### src/rtl/mdu_seq.sv
// rtl/mdu_seq.sv - iterative RV64 multiply/divide sequencer sharing the execute-stage ALU
//
// Purpose: accepts one MUL/DIV/DIVU/REM/REMU request at a time. It runs 64
// shift-add (MUL) or restoring-divide (DIV family) iterations on the shared
// ALU, then returns the result through a valid/ready handshake.
//
// Ports:
//   clk, rst               clock, synchronous active-high reset
//   in_valid/in_ready      request handshake (in_ready only in IDLE)
//   func, src1, src2       funct3 and operands
//   out_valid/out_ready    result handshake
//   result                 registered result, held while out_valid
//   busy                   block owns the ALU (CALC and FIX)
//   alu_op1/op2/op_type/add/shamt/shtype  ALU request (zero outside CALC)
//   alu_rst, alu_lt        ALU sum/difference and unsigned op1<op2
module mdu_seq #(
    parameter int XLEN  = 64,
    parameter int CNT_W = 6
) (
    input  logic              clk,
    input  logic              rst,
    input  logic              in_valid,
    output logic              in_ready,
    input  logic [2:0]        func,
    input  logic [XLEN-1:0]   src1,
    input  logic [XLEN-1:0]   src2,
    output logic              out_valid,
    input  logic              out_ready,
    output logic [XLEN-1:0]   result,
    output logic              busy,
    output logic [XLEN-1:0]   alu_op1,
    output logic [XLEN-1:0]   alu_op2,
    output logic [2:0]        alu_op_type,
    output logic              alu_add,
    output logic [5:0]        alu_shamt,
    output logic              alu_shtype,
    input  logic [XLEN-1:0]   alu_rst,
    input  logic              alu_lt
);

    typedef enum logic [1:0] {S_IDLE, S_CALC, S_FIX, S_DONE} state_t;

    localparam logic [CNT_W-1:0] CNT_LAST = CNT_W'(XLEN - 1);
    localparam logic [XLEN-1:0]  INT_MIN  = {1'b1, {(XLEN-1){1'b0}}};

    state_t            state_q;
    logic [CNT_W-1:0]  cnt_q;
    logic [XLEN-1:0]   result_q;
    // acc_q: MUL accumulator or partial remainder.
    // mcand_q: shifting multiplicand or fixed divisor.
    // mplier_q: shifting multiplier or dividend, which becomes the quotient.
    logic [XLEN-1:0]   acc_q, mcand_q, mplier_q;
    logic              is_div_q, is_rem_q, is_signed_q, sign_q_q, sign_r_q;

    logic              req_div, req_rem, req_signed;
    logic              div_by_zero, div_ovf;
    logic [XLEN-1:0]   abs1, abs2;
    logic              qbit_d;
    logic [XLEN-1:0]   rem_d, fix_d;

    assign req_div    = func[2];
    assign req_rem    = func[1];
    assign req_signed = req_div & ~func[0];

    assign abs1 = (req_signed && src1[XLEN-1]) ? -src1 : src1;
    assign abs2 = (req_signed && src2[XLEN-1]) ? -src2 : src2;

    assign div_by_zero = req_div && (src2 == '0);
    assign div_ovf     = req_signed && (src1 == INT_MIN) && (src2 == '1);

    // The shifted remainder is 65 bits wide but the ALU only sees the low 64.
    // When the dropped top bit is set, the shifted value exceeds any divisor,
    // so the subtraction always succeeds and its low 64 bits are exact.
    assign qbit_d = acc_q[XLEN-1] | ~alu_lt;
    assign rem_d  = qbit_d ? alu_rst : alu_op1;

    always_comb begin
        fix_d = acc_q;
        if (is_div_q) begin
            if (is_rem_q)
                fix_d = (is_signed_q && sign_r_q) ? -acc_q : acc_q;
            else
                fix_d = (is_signed_q && sign_q_q) ? -mplier_q : mplier_q;
        end
    end

    always_ff @(posedge clk) begin
        if (rst) begin
            state_q     <= S_IDLE;
            cnt_q       <= '0;
            result_q    <= '0;
            acc_q       <= '0;
            mcand_q     <= '0;
            mplier_q    <= '0;
            is_div_q    <= 1'b0;
            is_rem_q    <= 1'b0;
            is_signed_q <= 1'b0;
            sign_q_q    <= 1'b0;
            sign_r_q    <= 1'b0;
        end else begin
            case (state_q)
                S_IDLE: begin
                    if (in_valid) begin
                        is_div_q    <= req_div;
                        is_rem_q    <= req_rem;
                        is_signed_q <= req_signed;
                        sign_q_q    <= src1[XLEN-1] ^ src2[XLEN-1];
                        sign_r_q    <= src1[XLEN-1];
                        acc_q       <= '0;
                        mcand_q     <= abs2;
                        mplier_q    <= abs1;
                        cnt_q       <= '0;
                        if (div_by_zero) begin
                            result_q <= req_rem ? src1 : '1;
                            state_q  <= S_DONE;
                        end else if (div_ovf) begin
                            result_q <= req_rem ? '0 : INT_MIN;
                            state_q  <= S_DONE;
                        end else begin
                            state_q  <= S_CALC;
                        end
                    end
                end
                S_CALC: begin
                    if (is_div_q) begin
                        acc_q    <= rem_d;
                        mplier_q <= {mplier_q[XLEN-2:0], qbit_d};
                    end else begin
                        if (mplier_q[0])
                            acc_q <= alu_rst;
                        mcand_q  <= mcand_q << 1;
                        mplier_q <= mplier_q >> 1;
                    end
                    cnt_q <= cnt_q + 1'b1;
                    if (cnt_q == CNT_LAST)
                        state_q <= S_FIX;
                end
                S_FIX: begin
                    result_q <= fix_d;
                    state_q  <= S_DONE;
                end
                S_DONE: begin
                    if (out_ready)
                        state_q <= S_IDLE;
                end
                default: state_q <= S_IDLE;
            endcase
        end
    end

    assign in_ready  = (state_q == S_IDLE);
    assign out_valid = (state_q == S_DONE);
    assign busy      = (state_q == S_CALC) || (state_q == S_FIX);
    assign result    = result_q;

    assign alu_op1     = (state_q != S_CALC) ? '0 :
                         is_div_q ? {acc_q[XLEN-2:0], mplier_q[XLEN-1]} : acc_q;
    assign alu_op2     = (state_q == S_CALC) ? mcand_q : '0;
    assign alu_add     = (state_q == S_CALC) && is_div_q;
    assign alu_op_type = 3'b000;
    assign alu_shamt   = 6'd0;
    assign alu_shtype  = 1'b0;

endmodule

### config.mk
export PLATFORM = sky130hd
export DESIGN_NAME = mdu_seq
export DESIGN_NICKNAME = d
export VERILOG_FILES = /design/src/rtl/mdu_seq.sv
export SDC_FILE = /design/constraint.sdc
export NUM_CORES = 1
export LEC_CHECK = 0
export CORE_MARGIN = 2
export CORE_UTILIZATION = 54
export DETAILED_ROUTE_END_ITERATION = 10
export PLACE_DENSITY = 0.83
export SLEW_MARGIN = 5
export SYNTH_ARGS = -nofsm -noshare
export SYNTH_HDL_FRONTEND = slang
export SYNTH_SLANG_ARGS = --single-unit
### constraint.sdc
create_clock -name clk -period 4.1 [get_ports clk]
set_input_delay 0.82 -clock clk [delete_from_list [all_inputs] [get_ports clk]]
set_output_delay 0.82 -clock clk [all_outputs]
set_load 0.03 [all_outputs]
==> metrics.md <==
| Metric | Value |
|---|---|
| Status | `finished, final reports clean` |
| Final worst slack | `0.329 ns` |
| Worst skew pair latency | `0.60 ns` |
| Mapped Cells | `3001` |
| Cts hold-fix bufs | `0` |
| Fmax | `265 MHz` |
| Max-cap violations | `0` |
| Post-synth top area share | `25.8%` |
| Internal power | `0.00752 W` |
| Worst vdd ir | `627 uV` |
| Core area | `0.0378 mm^2` |
| CTS root buf | `clkbuf_16` |
| Area growth from synthesis to layout | `27.9%` |
| Reg2Reg Depth | `8` |
| Vias per cell | `6.63` |
| Die height | `201 um` |
| Count of cell types in the netlist | `80` |
| RSZ-0062 raised after global routing | `no` |
| Critical path class | `register to primary output` |
| Die Area | `0.0402 mm^2` |
| Layout cells sized above 1 | `just under 8%` |
| First drt pass iteration count | `6` |
| Gpl congestion | `1.06` |
| Critical path endpoint | `alu_op2[42]` |
| Slew margin rel. | `between 10% and 20%` |
| Vias in the first global route | `around 23000` |
| Setup Fix Bufs, Post-CTS | `0` |
| PwrDens | `around 550 mW/mm^2` |
| Clk sinks | `269` |
| Hold slack | `0.449 ns` |
| Switching power | `0.00716 W` |
| Crit share post-route | `about nine tenths` |
| # rows | `71` |
| Worst-margin pin slew | `1.26 ns` |
| Fin Clk Skew | `0.0171 ns` |
| CTS Buffer Depth | `3` |
| Final #Nets | `around 3500` |
| Initial core utilization | `a little under three fifths` |
| Post-CTS Resized | `0` |
| DRC | `0` |
| Synth cell count leaders | `nand2_1, a21oi_1, nor2_1, dfxtp_1, clkbuf_1` |
| Async SR Flop Fraction | `0%` |
| Overflow after GRT | `0` |
| Hold crit path type | `register to register` |
| FF-to-FF End | `result[41]` |
| CTS buffer count | `31` |
| Largest net degree at the start of global routing | `191` |
| Routed Wire Length | `90000 um` |
| Worst path required time | `3.28 ns` |
| Clock share of power | `around a fifth` |
| Crit. Startpoint | `state_q[1]` |
| First-pass GRT wire length | `~140000 um` |
| CP arrival | `2.95 ns` |
| Synth warn | `0` |
| IO Port Bufs | `395` |
| Final worst path period need | `about 3.8 ns` |
| Sequential share of the synthesized area | `25.8%` |
| Combinational power share | `~53%` |
| Primary FF master, synth | `dfxtp_1` |
| Post-synth EDFFs | `0` |
| Die W | `201 um` |
| Worst reg2reg path startpoint | `mplier_q[6]` |
| Hold Path Origin | `mcand_q[6]` |
| Clk slew on worst S/H paths | `0.06 ns` |
| WL/cell | `23.4 um` |
| #FFs+latches synth | `269` |
| Count leader, synth | `nand2_1` |
| I/O pin total | `406` |
| CTS tree | `built` |
| Ant diodes | `0` |
| Final HPWL DP | `67800 um` |
| Cell Area, Synth | `0.0209 mm^2` |
| Dpl ws | `-0.126 ns` |
| DR iter-0 viols | `3680` |
| Reg power frac | `27.7%` |
| P_leak | `a little over 9 nW` |
| Final hold vios | `0` |
| Via Count | `roughly 26000` |
| Crit Path Max Fanout | `190` |
| R2R Setup Slk | `0.39 ns` |
| Number of setup violations in the final report | `0` |
| Crit path capture type | `primary output` |
| All-Layer GR Usage | `a little over two fifths` |
| Htree depth | `1` |
| Final Max Slew Viols | `0` |
| Synth area leader | `dfxtp_1` |
| Initial antenna violation count | `4` |
| CP startpoint kind | `register` |
| Ranking of synthesized cells by area | `dfxtp_1, a21oi_1, nand2_1, mux2i_1, nor2_1` |
| Final ANT Viol Nets | `0` |
| Sw Ratio | `48.8%` |
| Syn_area_per_cell | `between 6 and 7 um^2` |
## power groups by stage
| stage | registers (W) | clock network, W | logic (W) |
|---|---|---|---|
| after floorplan | 0.00370 | 0 | 0.00515 |
| after global placement | 0.00403 | 0 | 0.00733 |
| after detailed placement | 0.00406 | 0 | 0.00748 |
| after CTS | 0.00401 | 0.00283 | 0.00752 |
| after global routing | 0.00412 | 0.00294 | 0.00830 |
| final | 0.00407 | 0.00283 | 0.00779 |
## worst min-delay path by stage
stage / end / slack [ns] / cells after the start
floorplan: mcand_q[19] / 0.43 / 2
global route: mcand_q[17] / 0.47 / 2
global placement: mcand_q[19] / 0.44 / 2
finish: mcand_q[6] / 0.45 / 2
CTS: mcand_q[6] / 0.45 / 2
detailed placement: mcand_q[6] / 0.44 / 2
## kinds of logic (layout without fill, tap and decap cells)
kind of cell	after synthesis	after routing	synth area share, %
simple gates	1177	1177	26.5
compound gates	906	906	26.7
buf+inv	320	649	6.08
flops	269	269	25.8
xor+xnor	177	177	7.43
mux	141	141	6.80
fa+ha+maj	10	10	0.600
other cells	1	10	0.0180
## state kept, by name (all words and copies together) (netlist names)
name and cells:
result 64, mplier_q 64, cnt_q 6, sign_r_q 1, state_q 2, sign_q_q 1
is_rem_q 1, is_div_q 1, is_signed_q 1, mcand_q 64, acc_q 64
## critical path, stage by stage, from the launching register on
cell	delay (ns)
dfxtp_1	0.34
inv_1	0.13
ha_4	0.17
buf_12	0.38
and2_1	0.31
clkdlybuf4s50_1	0.70
## area by class of cell
cell class	instances	area [um^2]
Inverter	34	128
Sequential cell	269	5390
Clock inverter	10	106
Multi-Input combinational cell	2421	14300
Timing Repair Buffer	559	5220
Tap cell	511	639
Clock buffer	46	902
Fill cell	3086	11200
## through the flow
step,total power (W),util [%],std cells,setup TNS [ns],instance area [um^2]
after floorplan,0.00885,-,3010,0,20900
after global placement,0.0114,67.8,3794,-1.58,25700
after detailed placement,0.0115,67.8,3794,-3.30,25700
after CTS,0.0144,70.5,3850,0,26700
after global routing,0.0154,70.5,3850,0,26700
final,0.0147,70.5,3850,0,26700
## routing by layer
layer | global-route usage [%] | vias up | routed length [um]
met3 | 11.3 | 263 | 12800
li1 | - | 11414 | -
met4 | 13.9 | 2 | 3510
met1 | 59.1 | 11911 | 36100
met5 | 0 | - | 10
met2 | 64.1 | 1927 | 37600
## cell usage in the layout (no fill, tap or decap), drive strengths merged, types with 12 or more instances in the layout
| cell type | synthesis | layout |
|---|---|---|
| clkdlybuf4s50 | 0 | 394 |
| nand2 | 379 | 379 |
| a21oi | 367 | 367 |
| nor2 | 340 | 340 |
| dfxtp | 269 | 269 |
| o21ai | 179 | 179 |
| buf | 54 | 165 |
| mux2i | 136 | 136 |
| xnor2 | 105 | 105 |
| nor3 | 86 | 86 |
| and2 | 75 | 75 |
| xor2 | 72 | 72 |
| nor4 | 57 | 57 |
| o211ai | 47 | 47 |
| clkbuf | 232 | 46 |
| a31oi | 45 | 45 |
| a211oi | 45 | 45 |
| nand3 | 41 | 41 |
| nand2b | 37 | 37 |
| nand4 | 37 | 37 |
| or3 | 35 | 35 |
| inv | 34 | 35 |
| o22ai | 33 | 33 |
| a311oi | 30 | 30 |
| o31ai | 27 | 27 |
| or4 | 26 | 26 |
| o41ai | 18 | 18 |
| and3 | 14 | 14 |
| a22oi | 13 | 13 |
| o2111ai | 12 | 12 |
Power figures use the tool's default switching activity.
